## config.mk

```make
export PLATFORM = sky130hd
export DESIGN_NAME = spi_master_param_flat
export DESIGN_NICKNAME = d
export VERILOG_FILES = /design/src/rtl/spi_master_param_if.sv /design/src/rtl/spi_master_param.sv /design/src/flat_wrapper.sv
export SDC_FILE = /design/constraint.sdc
export NUM_CORES = 1
export LEC_CHECK = 0
export ABC_CLOCK_PERIOD_IN_PS = 2900
export CAP_MARGIN = 20
export CELL_PAD_IN_SITES_DETAIL_PLACEMENT = 0
export CELL_PAD_IN_SITES_GLOBAL_PLACEMENT = 1
export CORE_MARGIN = 2
export CORE_UTILIZATION = 25
export DETAILED_ROUTE_END_ITERATION = 10
export PLACE_DENSITY = 0.57
export SYNTH_ARGS = -nofsm -noshare
export SYNTH_HDL_FRONTEND = slang
export SYNTH_SLANG_ARGS = --single-unit
```

## constraint.sdc

```tcl
create_clock -name clk -period 2.9 [get_ports clk]
set_clock_uncertainty 0.15 [all_clocks]
set_input_delay 0.58 -clock clk [delete_from_list [all_inputs] [get_ports clk]]
set_output_delay 0.58 -clock clk [all_outputs]
set_load 0.02 [all_outputs]
```

## src/rtl/spi_master_param_if.sv

```systemverilog
// Host/SPI-side signal bundle for spi_master_param.
// The master modport is the controller's view; slave is the host plus SPI device side.
interface spi_master_param_if #(
    parameter int DATA_W = 8,
    parameter int DIV_W  = 8,
    parameter int NUM_SS = 4,
    parameter int SEL_W  = 2
);
    logic              start;
    logic              cpol;
    logic              cpha;
    logic              lsb_first;
    logic [DIV_W-1:0]  clk_div;
    logic [SEL_W-1:0]  ss_sel;
    logic [DATA_W-1:0] tx_data;
    logic [DATA_W-1:0] rx_data;
    logic              rx_valid;
    logic              done;
    logic              busy;
    logic              sck;
    logic              mosi;
    logic              miso;
    logic [NUM_SS-1:0] ss_n;

    modport master (
        input  start, cpol, cpha, lsb_first, clk_div, ss_sel, tx_data, miso,
        output rx_data, rx_valid, done, busy, sck, mosi, ss_n
    );

    modport slave (
        output start, cpol, cpha, lsb_first, clk_div, ss_sel, tx_data, miso,
        input  rx_data, rx_valid, done, busy, sck, mosi, ss_n
    );
endinterface

```

## src/rtl/spi_master_param.sv

```systemverilog
// Parametrised full-duplex SPI master: all CPOL/CPHA modes, integer divider,
// selectable bit order and one-hot active-low chip selects.
//
// state   | meaning
// S_IDLE  | waiting for start, sck follows cpol, chip selects released
// S_SETUP | chip select asserted, one half-period before the first sck edge
// S_XFER  | 2*DATA_W sck edges, one every half-period
// S_HOLD  | one half-period after the last edge; done/rx_valid on its last cycle
module spi_master_param #(
    parameter int DATA_W = 8,
    parameter int DIV_W  = 8,
    parameter int NUM_SS = 4,
    parameter int SEL_W  = 2
) (
    input  logic clk,
    input  logic rst,
    spi_master_param_if.master bus
);
    localparam int EW = $clog2(DATA_W) + 1;
    localparam logic [EW-1:0] LAST_EDGE = EW'(2 * DATA_W - 1);

    typedef enum logic [1:0] {S_IDLE, S_SETUP, S_XFER, S_HOLD} state_t;

    state_t            state_q;
    logic              cpha_q, lsb_q;
    logic [DIV_W-1:0]  clk_div_q, div_q;
    logic [EW-1:0]     edge_q;
    logic [DATA_W-1:0] tx_sh_q, rx_sh_q, rx_data_q;
    logic              sck_q, mosi_q, busy_q, done_q, rx_valid_q;
    logic [NUM_SS-1:0] ss_n_q;

    logic              div_wrap, edge_evt, sample_evt, shift_evt, last_hold_d;
    logic              tx_head, start_head;
    logic [DATA_W-1:0] rx_next_d, tx_shift_d, start_shift_d;
    logic [NUM_SS-1:0] ss_dec;

    always_comb begin
        div_wrap      = (div_q == clk_div_q);
        edge_evt      = (state_q == S_XFER) && div_wrap;
        // Even edge index = leading edge; cpha picks which parity samples.
        sample_evt    = edge_evt && (edge_q[0] == cpha_q);
        shift_evt     = edge_evt && (cpha_q ? !edge_q[0] : (edge_q[0] && edge_q != LAST_EDGE));
        rx_next_d     = lsb_q ? {bus.miso, rx_sh_q[DATA_W-1:1]} : {rx_sh_q[DATA_W-2:0], bus.miso};
        tx_head       = lsb_q ? tx_sh_q[0] : tx_sh_q[DATA_W-1];
        tx_shift_d    = lsb_q ? (tx_sh_q >> 1) : (tx_sh_q << 1);
        start_head    = bus.lsb_first ? bus.tx_data[0] : bus.tx_data[DATA_W-1];
        start_shift_d = bus.lsb_first ? (bus.tx_data >> 1) : (bus.tx_data << 1);
        // Registered done must already be high during the final HOLD cycle.
        last_hold_d   = (edge_evt && edge_q == LAST_EDGE && clk_div_q == '0) ||
                        (state_q == S_HOLD && !div_wrap && (div_q + DIV_W'(1)) == clk_div_q);
        for (int i = 0; i < NUM_SS; i++) ss_dec[i] = (int'(bus.ss_sel) != i);
    end

    always_ff @(posedge clk or posedge rst) begin
        if (rst) begin
            state_q    <= S_IDLE;
            cpha_q     <= 1'b0;
            lsb_q      <= 1'b0;
            clk_div_q  <= '0;
            div_q      <= '0;
            edge_q     <= '0;
            tx_sh_q    <= '0;
            rx_sh_q    <= '0;
            rx_data_q  <= '0;
            sck_q      <= 1'b0;
            mosi_q     <= 1'b0;
            busy_q     <= 1'b0;
            done_q     <= 1'b0;
            rx_valid_q <= 1'b0;
            ss_n_q     <= '1;
        end else begin
            done_q     <= 1'b0;
            rx_valid_q <= 1'b0;
            if (last_hold_d) begin
                done_q     <= 1'b1;
                rx_valid_q <= 1'b1;
                rx_data_q  <= sample_evt ? rx_next_d : rx_sh_q;
            end
            case (state_q)
                S_IDLE: begin
                    sck_q  <= bus.cpol;
                    mosi_q <= 1'b0;
                    if (bus.start) begin
                        state_q   <= S_SETUP;
                        cpha_q    <= bus.cpha;
                        lsb_q     <= bus.lsb_first;
                        clk_div_q <= bus.clk_div;
                        tx_sh_q   <= bus.cpha ? bus.tx_data : start_shift_d;
                        mosi_q    <= bus.cpha ? 1'b0 : start_head;
                        rx_sh_q   <= '0;
                        div_q     <= '0;
                        edge_q    <= '0;
                        busy_q    <= 1'b1;
                        ss_n_q    <= ss_dec;
                    end
                end
                S_SETUP: begin
                    div_q <= div_wrap ? '0 : div_q + DIV_W'(1);
                    if (div_wrap) state_q <= S_XFER;
                end
                S_XFER: begin
                    div_q <= div_wrap ? '0 : div_q + DIV_W'(1);
                    if (edge_evt) begin
                        sck_q  <= ~sck_q;
                        edge_q <= edge_q + EW'(1);
                        if (edge_q == LAST_EDGE) state_q <= S_HOLD;
                    end
                    if (sample_evt) rx_sh_q <= rx_next_d;
                    if (shift_evt) begin
                        mosi_q  <= tx_head;
                        tx_sh_q <= tx_shift_d;
                    end
                end
                S_HOLD: begin
                    div_q <= div_wrap ? '0 : div_q + DIV_W'(1);
                    if (div_wrap) begin
                        state_q <= S_IDLE;
                        busy_q  <= 1'b0;
                        ss_n_q  <= '1;
                        mosi_q  <= 1'b0;
                    end
                end
                default: state_q <= S_IDLE;
            endcase
        end
    end

    assign bus.rx_data  = rx_data_q;
    assign bus.rx_valid = rx_valid_q;
    assign bus.done     = done_q;
    assign bus.busy     = busy_q;
    assign bus.sck      = sck_q;
    assign bus.mosi     = mosi_q;
    assign bus.ss_n     = ss_n_q;
endmodule

```

## src/flat_wrapper.sv

```systemverilog
// flat-port wrapper written by rule: the top's interface ports become plain ports
module spi_master_param_flat 
#(
    parameter int DATA_W = 8,
    parameter int DIV_W  = 8,
    parameter int NUM_SS = 4,
    parameter int SEL_W  = 2
)
  (clk, rst, bus_start, bus_cpol, bus_cpha, bus_lsb_first, bus_clk_div, bus_ss_sel, bus_tx_data, bus_miso, bus_rx_data, bus_rx_valid, bus_done, bus_busy, bus_sck, bus_mosi, bus_ss_n);
  spi_master_param_if #(.DATA_W(DATA_W), .DIV_W(DIV_W), .NUM_SS(NUM_SS), .SEL_W(SEL_W)) bus_i ();
  input  logic clk;
  input  logic rst;
  input wire logic [$bits(bus_i.start)-1:0] bus_start;
  input wire logic [$bits(bus_i.cpol)-1:0] bus_cpol;
  input wire logic [$bits(bus_i.cpha)-1:0] bus_cpha;
  input wire logic [$bits(bus_i.lsb_first)-1:0] bus_lsb_first;
  input wire logic [$bits(bus_i.clk_div)-1:0] bus_clk_div;
  input wire logic [$bits(bus_i.ss_sel)-1:0] bus_ss_sel;
  input wire logic [$bits(bus_i.tx_data)-1:0] bus_tx_data;
  input wire logic [$bits(bus_i.miso)-1:0] bus_miso;
  output wire logic [$bits(bus_i.rx_data)-1:0] bus_rx_data;
  output wire logic [$bits(bus_i.rx_valid)-1:0] bus_rx_valid;
  output wire logic [$bits(bus_i.done)-1:0] bus_done;
  output wire logic [$bits(bus_i.busy)-1:0] bus_busy;
  output wire logic [$bits(bus_i.sck)-1:0] bus_sck;
  output wire logic [$bits(bus_i.mosi)-1:0] bus_mosi;
  output wire logic [$bits(bus_i.ss_n)-1:0] bus_ss_n;
  assign bus_i.start = bus_start;
  assign bus_i.cpol = bus_cpol;
  assign bus_i.cpha = bus_cpha;
  assign bus_i.lsb_first = bus_lsb_first;
  assign bus_i.clk_div = bus_clk_div;
  assign bus_i.ss_sel = bus_ss_sel;
  assign bus_i.tx_data = bus_tx_data;
  assign bus_i.miso = bus_miso;
  assign bus_rx_data = bus_i.rx_data;
  assign bus_rx_valid = bus_i.rx_valid;
  assign bus_done = bus_i.done;
  assign bus_busy = bus_i.busy;
  assign bus_sck = bus_i.sck;
  assign bus_mosi = bus_i.mosi;
  assign bus_ss_n = bus_i.ss_n;
  spi_master_param #(.DATA_W(DATA_W), .DIV_W(DIV_W), .NUM_SS(NUM_SS), .SEL_W(SEL_W)) u_core (.clk(clk), .rst(rst), .bus(bus_i));
endmodule
```

Word-level counts from Yosys, hierarchy flattened
Cells that the tools add are included.
Storage, ports and cells
  register bits: 56
  bits of input ports: 25
  output and inout bits: 17
  logic and storage cells: 97
Cells by class
  add/subtract/negate cells: 2
  equal/unequal tests: 17
  muxes and demuxes: 37
  bitwise logic cells: 1
  reduce and logical (&&, ||, !) cells: 26
Operators by type and width (count)
  $mux 8: 9
  $pmux 8 s2: 3
  $eq 8x8->1: 2
  $mux 4: 4
  $pmux 4 s2: 2
  $reduce_and 3->1: 4
  $mux 1: 10
  $mux 2: 5
  $ne 2x1->1 const B: 5
  $add 8x1->8 const B: 1
  $logic_and 1x1->1: 8
  $logic_not 8->1: 1
  $ne 2x2->1 const B: 4
  $pmux 2 s4: 1
  $reduce_and 2->1: 3
  $reduce_bool 2->1: 3
  $reduce_and 5->1: 1
  $add 4x1->4 const B: 1
  $eq 2x2->1 const B: 2
  $eq 4x4->1 const B: 1
  $ne 4x4->1 const B: 1
  $pmux 1 s2: 2
  $pmux 1 s3: 1
  $reduce_bool 3->1: 1
  other kinds (7): 8

Logic depth before layout (Yosys ltp)
  depth in word-level cells: 6
  mapped depth: 8
  gate-level depth less buffers: 7

Worst setup path after synthesis
OpenSTA, ideal clock, no wires.
  path type: register -> register
  start point: register u_core.div_q[0]
  end point: register u_core.rx_data_q[0], in the netlist u_core.bus.rx_data[0]
  library setup time: 0.079 ns
  arrival time: 2.061 ns
  data required time: 2.671 ns
  setup slack: 0.610 ns
  cell stages (with the launch flop): 8
  buffers on the path: 0
  clock period less this slack: 2.290 ns
  cells stage by stage: dfrtp_1 > ha_1 > and3_1 > and3_1 > xnor2_1 > nand4_1 > o31ai_4 > mux2i_1
Between the ends
  word-level cells in the longest chain between the ends: 5
  elaborated cells between the ends (all ways): 12
  classes of those cells: add/sub (1); eq/ne (2); mux (1); reduce/logical (8)
RTL lines
  start: declaration: RTL line spi_master_param.sv:26  | logic [DIV_W-1:0] clk_div_q, div_q;
  start signal: assignment: RTL line spi_master_param.sv:98  | div_q <= div_wrap ? '0 : div_q + DIV_W'(1);
  start signal: assignment: RTL line spi_master_param.sv:102  | div_q <= div_wrap ? '0 : div_q + DIV_W'(1);
  start signal: assignment: RTL line spi_master_param.sv:115  | div_q <= div_wrap ? '0 : div_q + DIV_W'(1);
  parallel branches: the longest is 5 deep, another holds $add 8x1->8
  end signal: assignment: RTL line spi_master_param.sv:77  | rx_data_q <= sample_evt ? rx_next_d : rx_sh_q;
  end: declaration: RTL line spi_master_param.sv:28  | logic [DATA_W-1:0] tx_sh_q, rx_sh_q, rx_data_q;
Several ways; the timed one is not identified.
A chain may end at the register's enable or synchronous reset.

Worst setup path after layout
Same ends and word-level chain as after synthesis.

==> flow_metrics.env <==
export IMPL_drt_first_pass_iters=4
export IMPL_wl_per_cell_um=14.4
export IMPL_power_net_switching_mw=1.50
export IMPL_crit_top_cell="and3_1"
export IMPL_synth_area_per_cell_um2=9.80
export IMPL_slowest_stage="dfrtp_1"
export IMPL_yosysWarnings=0
export IMPL_ys_flop_type="dfrtp_1"
export IMPL_hold_path_class="reg2reg"
export IMPL_grt_pass1_vias=2682
export IMPL_cts_tree="done"
export IMPL_ios=42
export IMPL_final_util_pct=31.7
export IMPL_synth_most_common_cell="dfrtp_1"
export IMPL_post_route_period_util_pct=86.2
export IMPL_min_period_ps=2500
export IMPL_vias_per_cell=4.60
export IMPL_remaining_drc_errors=0
export IMPL_cpLargestDelayFamily="simple AND/OR/NAND/NOR gates"
export IMPL_routabilityCongestion=0.787
export IMPL_diodes=0
export IMPL_synthCells=337
export IMPL_crit_type="reg2reg"
export IMPL_cp_required_ps=2970
export IMPL_cts_buffers=5
export IMPL_maxCapViolations=0
export IMPL_postCtsHoldBufs=0
export IMPL_syn_nets=368
export IMPL_drive_gt1_share_pct=13.7
export IMPL_synth_area_leaders="dfrtp_1 39%, mux2i_1 10%, mux2_2 7.2%"
export IMPL_rsz0062_at_grt="false"
export IMPL_hpwlAfterDp_mm=5.50
export IMPL_synth_top_area_share_pct=39.4
export IMPL_setup_worst_path_end_class="register"
export IMPL_start_util_pct=25.8
export IMPL_synth_edf_count=0
export IMPL_cpPeakStageDelay_ps=490
export IMPL_worst_pin_slew_ps=869
export IMPL_fin_setup_tns_ps=0
export IMPL_r2r_setup_slack_ps=400
export IMPL_rows=41
export IMPL_chipWidth_um=119
export IMPL_slew_violations=0
export IMPL_gr_total_overflow=0
export IMPL_synth_distinct_cells=49
export IMPL_sequentialPowerShare_pct=36.4
export IMPL_p_per_area_nw_per_um2=916
export IMPL_h_tree_depth=2
export IMPL_numClockSinks=56
export IMPL_setup_violations_final=0
export IMPL_pwr_share_comb_pct=46.5
export IMPL_num_vias=2505
export IMPL_ir_drop_mv=0.316
export IMPL_path_buf_inv=1
export IMPL_synthTopCellsByCount="52 x dfrtp_1, 36 x nand2_1, 34 x mux2i_1, 34 x o21ai_0"
export IMPL_clk_pin_slew_ps=80
export IMPL_fmax_mhz=400
export IMPL_ys_seq_elements=56
export IMPL_grt_pass1_wl_mm=13.6
export IMPL_p_int_mw=2.21
export IMPL_async_reset_ff_share_pct=100
export IMPL_arrival_ps=2570
export IMPL_worstSkewPairLatency_ps=290
export IMPL_cellLeakagePower_nw=1.66
export IMPL_stdcell_count=545
export IMPL_startpoint_type="register"
export IMPL_swShare_pct=40.5
export IMPL_finalHoldViolCount=0
export IMPL_final_net_count=403
export IMPL_cts_buffer_depth=2
export IMPL_synth_area_um2=3300
export IMPL_slew_headroom_pct=42.1
export IMPL_drt_total_wl_mm=7.84
export IMPL_yosysTopAreaCell="dfrtp_1"
export IMPL_postCtsSetupBuffers=0
export IMPL_grt_max_degree=57
export IMPL_drtAntennaViolNets=0
export IMPL_first_iter_violations=67
export IMPL_worstPathMaxFanout=8
export IMPL_die_h_um=119
export IMPL_power_total_mw=3.71
export IMPL_portBuffers=41
export IMPL_yosysSeqAreaShare_pct=42.6
export IMPL_outcome="complete, no violations"
export IMPL_path_cells="ha_1, and3_1, and3_1, xnor2_1, nand4_1, o31ai_4, buf_4, mux2i_1"
export IMPL_cts_resized=0
export IMPL_coreArea_um2=12800
export IMPL_place_inst=537
export IMPL_power_clock_fraction_pct=17.2
export IMPL_die_area_um2=14100
export IMPL_track_usage_pct=12.0
export IMPL_antenna_found_initial=0
export IMPL_area_delta_synth_final_pct=22.7
export IMPL_cts_root_buf="clkbuf_16"
-- state kept, by name, summed over array words and instances (netlist names) --
register            cells
u_core.bus.done         1
u_core.lsb_q            1
u_core.edge_q           4
u_core.bus.rx_data      8
u_core.bus.busy         1
u_core.bus.ss_n         4
u_core.bus.sck          1
u_core.tx_sh_q          8
u_core.div_q            8
u_core.cpha_q           1
u_core.clk_div_q        8
u_core.state_q          2
u_core.rx_sh_q          8
u_core.bus.mosi         1
-- worst reg2reg max path, stage by stage (launching register included) --
cell and delay (ps):
dfrtp_1 490, ha_1 320, and3_1 220, and3_1 240
xnor2_1 140, nand4_1 190, o31ai_4 230, buf_4 230
mux2i_1 200
-- routing by layer --
layer	part of all wire (%)	track usage (%)	up-vias
li1	-	-	1264
met1	48	15.3	1200
met2	48	20.5	33
met3	2.9	2.44	8
met4	1.1	3.20	0
met5	0	0	-
-- metrics by stage --
stage	worst slack, ps	cell area (µm²)	hold WS [ps]
floorplan	610	3300	315
detailed placement	325	3900	346
global placement	361	3900	336
finish	400	4050	357
CTS	392	4050	358
global route	204	4050	389
-- cell usage in the layout (no fill, tap or decap), types with 3 or more instances in the layout --
cell type        Yosys  final
nor2_1              21     21
ha_1                 6      6
dfstp_2              4      4
clkbuf_16            0      5
clkdlybuf4s50_1      0     41
dfrtp_1             52     52
mux2i_1             34     34
mux2_2              21     21
nand3_1              9      9
o21ai_0             34     34
xnor2_1              9      9
a21oi_1             15     15
nand2b_1             3      3
o31ai_1              4      4
nand4_1              4      4
a211oi_1             8      8
and3_1               3      3
xor2_1               4      4
nand2_1             36     36
buf_4                1      9
a22o_1               3      3
inv_1               16     15
-- cells by family after synthesis --
| logic type | Yosys count | synth area share [%] |
|---|---|---|
| compound gates | 77 | 14.6 |
| xor+xnor | 14 | 4.13 |
| fa+ha+maj | 6 | 2.27 |
| buf+inv | 39 | 5.34 |
| flops | 56 | 42.6 |
| mux | 55 | 17.5 |
| simple gates | 90 | 13.6 |
-- final cells by class --
type | count | area, µm²
fill | 1328 | 8720
multi-input combinational | 242 | 1720
sequential | 56 | 1410
timing repair buffer | 51 | 498
tap | 172 | 215
clock buffer | 6 | 139
inverter | 16 | 60.1
clock inverter | 2 | 15.0
-- power by group through the flow --
stage	Clock (mW)	Sequential (mW)	Combinational (mW)
floorplan	0	1.30	1.29
global placement	0	1.36	1.73
detailed placement	0	1.36	1.73
CTS	0.656	1.35	1.75
global route	0.689	1.40	1.93
finish	0.638	1.35	1.73
-- final timing paths --
kind,from,end,depth (start not counted)
min in group asynchronous,rst,u_core.bus.rx_data[4],3
worst min register to register,u_core.div_q[7],u_core.div_q[7],1
worst max register to register,u_core.div_q[0],u_core.bus.rx_data[0],8
max in group asynchronous,rst,u_core.bus.ss_n[2],3
worst min-delay path,u_core.div_q[7],u_core.div_q[7],1
worst max-delay path,u_core.div_q[0],u_core.bus.rx_data[0],8
Note: power is estimated with default switching activity, not from simulation.
